## config.mk

```make
export PLATFORM = sky130hd
export DESIGN_NAME = fpu_ret_merge_flat
export DESIGN_NICKNAME = d
export VERILOG_FILES = /design/src/rtl/fpu_ret_merge_if.sv /design/src/rtl/fpu_ret_merge.sv /design/src/flat_wrapper.sv
export SDC_FILE = /design/constraint.sdc
export NUM_CORES = 1
export LEC_CHECK = 0
export ABC_AREA = 1
export BUFFER_PORTS_ARGS = -buffer_cell sky130_fd_sc_hd__buf_2
export CELL_PAD_IN_SITES_DETAIL_PLACEMENT = 1
export CELL_PAD_IN_SITES_GLOBAL_PLACEMENT = 2
export CORE_AREA = 2 2 159 161
export DETAILED_ROUTE_END_ITERATION = 8
export DIE_AREA = 0 0 161 163
export PLACE_DENSITY = 0.92
export SYNTH_ARGS = -nofsm -noshare
export SYNTH_HDL_FRONTEND = slang
export SYNTH_SLANG_ARGS = --single-unit
```

## constraint.sdc

```tcl
create_clock -name clk -period 15.4 [get_ports clk]
set_input_delay 0 -clock clk [delete_from_list [all_inputs] [get_ports clk]]
set_output_delay 0 -clock clk [all_outputs]
set_load 0.05 [all_outputs]
```

## src/rtl/fpu_ret_merge_if.sv

```systemverilog
`default_nettype none
// +----------------------------------------------------------------------+
// | fpu_ret_merge_if : merged retire output handshake (valid/ready bus)  |
// | Revision: 1.0                                                        |
// +----------------------------------------------------------------------+
interface fpu_ret_merge_if;
  logic        rt_valid;
  logic        rt_ready;
  logic [13:0] rt_data;
  logic [1:0]  rt_port;

  modport master (output rt_valid, output rt_data, output rt_port, input rt_ready);
  modport slave  (input rt_valid, input rt_data, input rt_port, output rt_ready);
endinterface
`default_nettype wire

```

## src/rtl/fpu_ret_merge.sv

```systemverilog
`default_nettype none
// +----------------------------------------------------------------------+
// | fpu_ret_merge : three per-port retire FIFOs merged round-robin onto  |
// | one valid/ready bus. Define FPU_RET_STICKY_EN for sticky flags.      |
// | Revision: 1.0                                                        |
// +----------------------------------------------------------------------+
module fpu_ret_merge #(
  parameter int DEPTH     = 4,
  parameter int STALL_LVL = 2
) (
  input  wire logic        clk,
  input  wire logic        rst,
  input  wire logic [13:0] u1_ret,
  input  wire logic [13:0] u3_ret,
  input  wire logic [13:0] u5_ret,
  input  wire logic        u1_ret_en,
  input  wire logic        u3_ret_en,
  input  wire logic        u5_ret_en,
  output logic             u1_stall,
  output logic             u3_stall,
  output logic             u5_stall,
  fpu_ret_merge_if.master  rt,
  output logic [4:0]       sticky_flags,
  input  wire logic        flag_clr,
  output logic             ovf_err
);
  localparam int AW = $clog2(DEPTH);
  localparam int CW = AW + 1;

  logic [13:0] ret_in [3];
  logic [2:0]  ret_en;
  logic [13:0] head [3];
  logic [2:0]  nonempty;
  logic [2:0]  drop_vec;
  logic [2:0]  stall_vec;
  logic [2:0]  pop_vec;
  logic        pop;
  logic [1:0]  gnt;
  logic [13:0] head_sel;

  logic [1:0] prio_q, prio_d;
  logic [1:0] gnt_hold_q, gnt_hold_d;
  logic       lock_q, lock_d;
  logic       ovf_q, ovf_d;

  assign ret_in[0] = u1_ret;
  assign ret_in[1] = u3_ret;
  assign ret_in[2] = u5_ret;
  assign ret_en    = {u5_ret_en, u3_ret_en, u1_ret_en};

  for (genvar p = 0; p < 3; p++) begin : g_fifo
    logic [13:0]   mem_q [DEPTH];
    logic [13:0]   mem_d [DEPTH];
    logic [AW-1:0] wr_ptr_q, wr_ptr_d, rd_ptr_q, rd_ptr_d;
    logic [CW-1:0] cnt_q, cnt_d;
    logic          stall_q, stall_d;
    logic          full, wr;

    always_comb begin
      full     = (cnt_q == CW'(DEPTH));
      // A full FIFO still accepts a write when its head leaves this cycle.
      wr       = ret_en[p] && (!full || pop_vec[p]);
      mem_d    = mem_q;
      wr_ptr_d = wr_ptr_q;
      rd_ptr_d = rd_ptr_q;
      cnt_d    = cnt_q;
      if (wr) begin
        mem_d[wr_ptr_q] = ret_in[p];
        wr_ptr_d        = wr_ptr_q + 1'b1;
      end
      if (pop_vec[p]) rd_ptr_d = rd_ptr_q + 1'b1;
      case ({wr, pop_vec[p]})
        2'b10:   cnt_d = cnt_q + 1'b1;
        2'b01:   cnt_d = cnt_q - 1'b1;
        default: cnt_d = cnt_q;
      endcase
      stall_d = (cnt_d >= CW'(STALL_LVL));
    end

    always_ff @(posedge clk or posedge rst) begin
      if (rst) begin
        for (int i = 0; i < DEPTH; i++) mem_q[i] <= '0;
        wr_ptr_q <= '0;
        rd_ptr_q <= '0;
        cnt_q    <= '0;
        stall_q  <= 1'b0;
      end else begin
        mem_q    <= mem_d;
        wr_ptr_q <= wr_ptr_d;
        rd_ptr_q <= rd_ptr_d;
        cnt_q    <= cnt_d;
        stall_q  <= stall_d;
      end
    end

    assign head[p]      = mem_q[rd_ptr_q];
    assign nonempty[p]  = (cnt_q != '0);
    assign drop_vec[p]  = ret_en[p] && full && !pop_vec[p];
    assign stall_vec[p] = stall_q;
  end

  always_comb begin
    gnt = 2'd0;
    for (int i = 2; i >= 0; i--) begin
      if (nonempty[2'((int'(prio_q) + i) % 3)]) gnt = 2'((int'(prio_q) + i) % 3);
    end
    // Keep the presented word stable while the consumer is stalling.
    if (lock_q) gnt = gnt_hold_q;

    case (gnt)
      2'd1:    head_sel = head[1];
      2'd2:    head_sel = head[2];
      default: head_sel = head[0];
    endcase

    rt.rt_valid = |nonempty;
    rt.rt_data  = rt.rt_valid ? head_sel : 14'd0;
    rt.rt_port  = rt.rt_valid ? gnt : 2'd0;
    pop         = rt.rt_valid && rt.rt_ready;
    pop_vec     = pop ? (3'b001 << gnt) : 3'b000;

    lock_d      = rt.rt_valid && !rt.rt_ready;
    gnt_hold_d  = gnt;
    prio_d      = prio_q;
    if (pop) prio_d = (gnt == 2'd2) ? 2'd0 : gnt + 2'd1;
    ovf_d       = ovf_q | (|drop_vec);
  end

  always_ff @(posedge clk or posedge rst) begin
    if (rst) begin
      prio_q     <= 2'd0;
      gnt_hold_q <= 2'd0;
      lock_q     <= 1'b0;
      ovf_q      <= 1'b0;
    end else begin
      prio_q     <= prio_d;
      gnt_hold_q <= gnt_hold_d;
      lock_q     <= lock_d;
      ovf_q      <= ovf_d;
    end
  end

  assign ovf_err  = ovf_q;
  assign u1_stall = stall_vec[0];
  assign u3_stall = stall_vec[1];
  assign u5_stall = stall_vec[2];

`ifdef FPU_RET_STICKY_EN
  logic [4:0] sticky_q, sticky_d;

  // Clear first, then OR in the word leaving this cycle.
  always_comb begin
    sticky_d = flag_clr ? 5'd0 : sticky_q;
    if (pop) sticky_d = sticky_d | rt.rt_data[4:0];
  end

  always_ff @(posedge clk or posedge rst) begin
    if (rst) sticky_q <= 5'd0;
    else     sticky_q <= sticky_d;
  end

  assign sticky_flags = sticky_q;
`else
  logic unused_flag_clr;
  assign unused_flag_clr = flag_clr;
  assign sticky_flags    = 5'd0;
`endif
endmodule
`default_nettype wire

```

## src/flat_wrapper.sv

```systemverilog
// flat-port wrapper written by rule: the top's interface ports become plain ports
module fpu_ret_merge_flat 
#(
  parameter int DEPTH     = 4,
  parameter int STALL_LVL = 2
)
  (clk, rst, u1_ret, u3_ret, u5_ret, u1_ret_en, u3_ret_en, u5_ret_en, u1_stall, u3_stall, u5_stall, sticky_flags, flag_clr, ovf_err, rt_rt_valid, rt_rt_data, rt_rt_port, rt_rt_ready);
  fpu_ret_merge_if rt_i ();
  input  wire logic clk;
  input  wire logic rst;
  input  wire logic [13:0] u1_ret;
  input  wire logic [13:0] u3_ret;
  input  wire logic [13:0] u5_ret;
  input  wire logic u1_ret_en;
  input  wire logic u3_ret_en;
  input  wire logic u5_ret_en;
  output logic u1_stall;
  output logic u3_stall;
  output logic u5_stall;
  output logic [4:0] sticky_flags;
  input  wire logic flag_clr;
  output logic ovf_err;
  output wire logic [$bits(rt_i.rt_valid)-1:0] rt_rt_valid;
  output wire logic [$bits(rt_i.rt_data)-1:0] rt_rt_data;
  output wire logic [$bits(rt_i.rt_port)-1:0] rt_rt_port;
  input wire logic [$bits(rt_i.rt_ready)-1:0] rt_rt_ready;
  assign rt_rt_valid = rt_i.rt_valid;
  assign rt_rt_data = rt_i.rt_data;
  assign rt_rt_port = rt_i.rt_port;
  assign rt_i.rt_ready = rt_rt_ready;
  fpu_ret_merge #(.DEPTH(DEPTH), .STALL_LVL(STALL_LVL)) u_core (.clk(clk), .rst(rst), .u1_ret(u1_ret), .u3_ret(u3_ret), .u5_ret(u5_ret), .u1_ret_en(u1_ret_en), .u3_ret_en(u3_ret_en), .u5_ret_en(u5_ret_en), .u1_stall(u1_stall), .u3_stall(u3_stall), .u5_stall(u5_stall), .rt(rt_i), .sticky_flags(sticky_flags), .flag_clr(flag_clr), .ovf_err(ovf_err));
endmodule
```

# Word-level counts from Yosys, hierarchy flattened
# Index checks and enable logic that the tools add are counted.
# op_classes
add_sub_neg	15
div_mod_pow	3
order_cmp	15
n_eq_ne	11
shift	1
muxes	39
bitwise	7
n_reduce_logical	29
# op_table
op	n
56-bit bitwise mux	3
14-bit two-way mux	10
14-bit binary-select mux with 2-bit select	3
14-bit demux with 2-bit select	3
32-bit by 3-bit remainder unit with 32-bit output, second input constant	2
3-bit by 3-bit remainder unit with 32-bit output, second input constant	1
14-bit one-hot mux with 2 select lines	1
3-bit greater-or-equal comparator, second input constant	6
2-bit inverter with 3-bit output	6
3-bit one-hot mux with 2 select lines	3
2-bit by 1-bit adder with 2-bit output, second input constant	7
1-bit logical AND	14
2-bit by 4-bit < comparator with 1-bit output, second input constant	3
2-bit two-way mux	6
3-bit by 1-bit adder with 3-bit output, second input constant	3
3-bit equality test, second input constant	3
3-bit by 2-bit greater-or-equal comparator with 1-bit output, second input constant	3
3-bit by 1-bit < comparator with 1-bit output, second input constant	3
3-bit nonzero test	3
3-bit by 1-bit subtractor with 3-bit output, second input constant	3
2-bit by 1-bit equality test with 1-bit output, second input constant	4
2-bit equality test, second input constant	4
1-bit zero test	7
1-bit binary-select mux with 2-bit select	3
8 further kinds	16
# word_totals
regBits	198
inputBits	49
output_inout_bits	26
word_cells	148

# Longest topological paths before layout
# logic_depth
ltp_word	16
ltp_mapped	22
ltp_nobuf	22

# Worst setup path before layout
# OpenSTA, ideal clock, no wires.
# synth_path
kind	register -> register
start	register u_core.prio_q[0]
end	register u_core.g_fifo[1].stall_q (netlist: u_core.u3_stall)
t_arrival_ps	3089
path_slack_ps	12183
path_stages_with_launch	22
synth_period_minus_slack_ps	3217
path_cell_list	dfrtp_1 inv_1 ha_1 inv_1 nand3_1 nand3_1 nand2_1 nand3_1 nand2_1 nand2_1 inv_1 ha_1 inv_2 o211ai_2 nand2_2 ha_1 inv_1 fa_1 a21oi_1 o21ai_0 xor2_1 or2_2
# synth_between
elab_chain_len	16
elab_cells_between_ends	26
# synth_lines
element	line	rtl
start: declaration	fpu_ret_merge.sv:41	logic [1:0] prio_q, prio_d;
start signal: assignment	fpu_ret_merge.sv:136	prio_q <= prio_d;
2-bit by 2-bit adder with 3-bit output	fpu_ret_merge.sv:105	if (nonempty[2'((int'(prio_q) + i) % 3)]) gnt = 2'((int'(prio_q) + i) % 3);
32-bit by 3-bit remainder unit with 32-bit output	fpu_ret_merge.sv:105	
1-bit binary-select mux with 2-bit select	fpu_ret_merge.sv:105	
1-bit two-way mux (implied by the code) (2 in series)	fpu_ret_merge.sv:105	
2-bit two-way mux (2 in series)	fpu_ret_merge.sv:105	
2-bit two-way mux *	fpu_ret_merge.sv:105	
2-bit two-way mux *	fpu_ret_merge.sv:108	if (lock_q) gnt = gnt_hold_q;
net u_core.gnt[0]	fpu_ret_merge.sv:38	logic [1:0] gnt;
1-bit by 2-bit left shift with 3-bit output *	fpu_ret_merge.sv:120	pop_vec = pop ? (3'b001 << gnt) : 3'b000;
3-bit two-way mux *	fpu_ret_merge.sv:120	
1-bit logical OR	fpu_ret_merge.sv:62	wr = ret_en[p] && (!full || pop_vec[p]);
1-bit logical AND	fpu_ret_merge.sv:62	
2-bit by 1-bit equality test with 1-bit output or 2-bit equality test (tied branches)	fpu_ret_merge.sv:72	case ({wr, pop_vec[p]})
3-bit one-hot mux with 2 select lines *	fpu_ret_merge.sv:72	
net u_core.g_fifo[1].cnt_d[2]	fpu_ret_merge.sv:55	logic [CW-1:0] cnt_q, cnt_d;
3-bit by 2-bit greater-or-equal comparator with 1-bit output *	fpu_ret_merge.sv:77	stall_d = (cnt_d >= CW'(STALL_LVL));
net u_core.g_fifo[1].stall_d	fpu_ret_merge.sv:56	logic stall_q, stall_d;
end signal: assignment	fpu_ret_merge.sv:92	stall_q <= stall_d;
end: declaration	fpu_ret_merge.sv:56	
# The timed path passes the listed nets; every way through them passes the cells marked *. The select of a mux whose other input is x is not followed.
# A chain may end at the register's enable or synchronous reset.

# Worst setup path in the final report
# layout_path
start	register u_core.prio_q[1]
end	register u_core.g_fifo[1].stall_q (netlist: u_core.u3_stall)
# The elaborated chain is that of the path after synthesis.

==> results.yml <==
status:
  status: "complete, no violations"
power_and_ir_drop:
  power_density_mw_per_mm2: 246
  clkPwrFrac_pct: 16.7
  ir_worst_vdd_mv: 0.158
  power.total_w: 0.00275
  switching_share_pct: 48.5
  sequentialPowerShare_pct: 33.6
  power.leakage_nw: 5.54
  p_switching_w: 0.00133
  intPower_w: 0.00141
  comb_power_share_pct: 49.7
die:
  chipWidth_um: 161
  fp.coreArea_mm2: 0.0247
  num_rows: 58
  die_y_um: 163
  io_pins: 75
  initial_utilization_pct: 39.4
  dieArea_mm2: 0.0262
synth:
  ys_async_sr_fraction_pct: 100
  ys_seq_area_share_pct: 51.0
  synth_area_per_cell_um2: 8.67
  synthCells: 1121
  ys_types: 31
  ys_ff_latch: 198
  synth-edff-count: 0
  synth_area_leaders: "dfrtp_1, nand2_1, o21ai_1"
  synth.cell_area_mm2: 0.00972
  yosysWarningCount: 0
  synth_top_flop_cell: "dfrtp_1"
  synth_top_cell_area_share_pct: 51.0
  yosys.area.top_type: "dfrtp_1"
drt:
  drt_iter0_drc: 383
  vias_per_cell: 5.07
  wl_per_cell_um: 16.8
  ant_nets: 0
  vias: 7859
  postRouteWirelength_mm: 26.0
  first_pass_iters: 5
  drc: 0
timing:
  rsz0062_at_grt: "no"
  setup_tns_ns: 0
  fmax_mhz: 245
  fin_skew_ns: 0.0153
  tightest_slew_ns: 1.04
  max_slew_margin_pct: 30.7
  min_period_ns: 4.07
  min_period_over_period_pct: 26.5
  fin_ws_ns: 11.33
  finalHoldViolations: 0
  setup-violations-final: 0
  drv_slew: 0
place:
  portBuffers: 68
  place.gp.congestion: 0.803
  dp.cells: 1471
  place_ws_ns: 11.31
  dp_hpwl_mm: 16.4
clock_tree:
  htreeDepth: 4
  cts_tree: "yes"
  insertion_delay_ns: 0.45
  clock_sinks: 198
  ctsResizeCount: 0
  cts_root_buf: "clkbuf_16"
  clockBufferDepth: 2
  cts_made_buffers: 17
  post-cts-setup-buffers: 0
  hold_buffers: 48
  path_clk_slew_ns: 0.07
final_layout:
  n_fill_cell: 2945
  fin_nets: 1282
  area_growth_pct: 15.0
  fin_cells: 1551
  antenna_cells: 0
  drive_above_1_share_pct: 13.7
hold_path:
  min_path_type: "input port to async pin"
grt:
  grt_max_degree: 120
  grt_antenna_before_repair: 0
  grt_first_pass_wirelength_mm: 42.9
  grt_pass1_vias: 8110
  grt-ovfl-total: 0
  track_usage_pct: 20.8
worst_setup_path:
  cp_top_family: "adder cells"
  start_kind: "flip-flop"
  cp_common_cell: "inv_1"
  slowest_stage: "ha_1"
  crit_chain: "inv_1, ha_1, inv_1, nand3_1, nand3b_1, nand2_1, inv_1, nand3_1, nand2_1, nand2_1, inv_1, ha_1, inv_2, nor2_1, ha_1, inv_1, fa_1, a21oi_1, o21ai_0, xor2_1, or2_2"
  path_class: "flip-flop to flip-flop"
  cp-end-kind: "flip-flop"
  required_ns: 15.73
  cp_max_fo: 15
  critPathArrivalTime_ns: 4.40
  cp_num_buf_inv: 6
  cpPeakStageDelay_ns: 0.65
job:
  max-cap-violations: 0
## flip-flops by register name, summed over array words and instances (netlist names)
name	count
u_core.g_fifo.cnt_q	9
u_core.u5_stall	1
u_core.u1_stall	1
u_core.prio_q	2
u_core.ovf_err	1
u_core.g_fifo.mem_q	168
u_core.lock_q	1
u_core.u3_stall	1
u_core.g_fifo.wr_ptr_q	6
u_core.gnt_hold_q	2
u_core.g_fifo.rd_ptr_q	6
## cells in the mapped netlist, drive strengths merged, types with 3 or more instances
cell type / number
nor2: 40
o221ai: 14
o211ai: 3
or2: 3
dfrtp: 198
clkbuf: 18
nand3: 121
fa: 3
o21ai: 206
nand2: 327
buf: 37
inv: 105
xnor2: 3
ha: 22
a21oi: 4
xor2: 12
## power groups by stage
| stage | Clock (W) | Combinational (W) | Sequential [W] |
|---|---|---|---|
| CTS | 0.000468 | 0.00138 | 0.000924 |
| finish | 0.000459 | 0.00137 | 0.000924 |
| global route | 0.000490 | 0.00152 | 0.000955 |
| detailed placement | 0 | 0.00137 | 0.000929 |
| global placement | 0 | 0.00133 | 0.000917 |
| floorplan | 0 | 0.00107 | 0.000881 |
## cells by family after synthesis
group	after synthesis	share of synthesized area, %
other	1	0.0386
XOR/XNOR	15	1.35
adder cells (fa/ha/maj)	25	3.45
AO/OA/AOI/OAI	230	13.9
AND/OR/NAND/NOR	492	21.9
flip-flops	198	51.0
buffers and inverters	160	8.40
## final cells by class
type	instances	area [um^2]	area share, %
Clock buffer	17	425	3.80
Timing Repair Buffer	119	843	7.54
Multi-Input combinational cell	767	3970	35.5
Clock inverter	15	166	1.49
Inverter	105	417	3.73
Tap cell	330	413	3.69
Sequential cell	198	4950	44.3
## routing by layer
metal,up-vias,global-route usage [%],wire (um),part of all wire (%)
met3,23,3.77,605,2.3
li1,3808,-,-,-
met1,3942,27.2,12100,47
met2,86,35.6,12900,49
met5,-,0,0,0
met4,0,5.68,452,1.7
## cells in the final DEF, fill, tap and decap left out, types with 2 or more instances in the layout
| cell type | count |
|---|---|
| xor2_1 | 12 |
| buf_4 | 3 |
| o21ai_2 | 31 |
| dfrtp_1 | 198 |
| dlygate4sd3_1 | 48 |
| fa_1 | 3 |
| nor2_1 | 39 |
| clkinv_2 | 2 |
| clkbuf_16 | 17 |
| inv_1 | 96 |
| nand2_4 | 15 |
| bufinv_16 | 2 |
| inv_6 | 8 |
| o21ai_1 | 137 |
| a21oi_1 | 4 |
| inv_2 | 5 |
| clkinv_4 | 3 |
| o211ai_2 | 3 |
| nand2_2 | 2 |
| o21ai_0 | 38 |
| nand3_1 | 121 |
| buf_2 | 68 |
| clkinvlp_4 | 2 |
| xnor2_1 | 3 |
| o221ai_1 | 14 |
| or2_2 | 3 |
| ha_1 | 22 |
| inv_8 | 2 |
| conb_1 | 5 |
| nand2_1 | 310 |
## path summary, 6_finish.rpt
path / to / cells past startpoint / slack, ns / from
setup / recovery: u_core.u3_stall$_DFF_PP0_ / 21 / 11.33 / u_core.prio_q[1]$_DFFE_PP0N_
hold / removal: u_core.g_fifo[0].mem_q[7]$_DFFE_PP0P_ / 3 / 0.26 / rst
setup reg to reg: u_core.u3_stall$_DFF_PP0_ / 21 / 11.33 / u_core.prio_q[1]$_DFFE_PP0N_
hold reg to reg: u_core.g_fifo[2].mem_q[0]$_DFFE_PP0P_ / 2 / 0.49 / u_core.g_fifo[2].mem_q[0]$_DFFE_PP0P_
max in group asynchronous: u_core.g_fifo[1].mem_q[52]$_DFFE_PP0P_ / 4 / 13.50 / rst
min in group clk: u_core.lock_q$_DFF_PP0_ / 3 / 0.33 / rt_rt_ready
## per-stage QoR
step,area (um^2),util (%),hold slack [ns]
after floorplan,9740,-,0.0664
final,11200,45.3,0.255
after CTS,11200,45.3,0.291
after global routing,11200,45.3,0.318
after global placement,10100,41.0,0.232
after detailed placement,10100,41.0,0.235
## tightest hold or removal path, cell delays in order
cell           delay [ns]
dlygate4sd3_1        0.53
buf_2                0.15
inv_8                0.52
No activity file was read; power rests on OpenSTA's default activity.
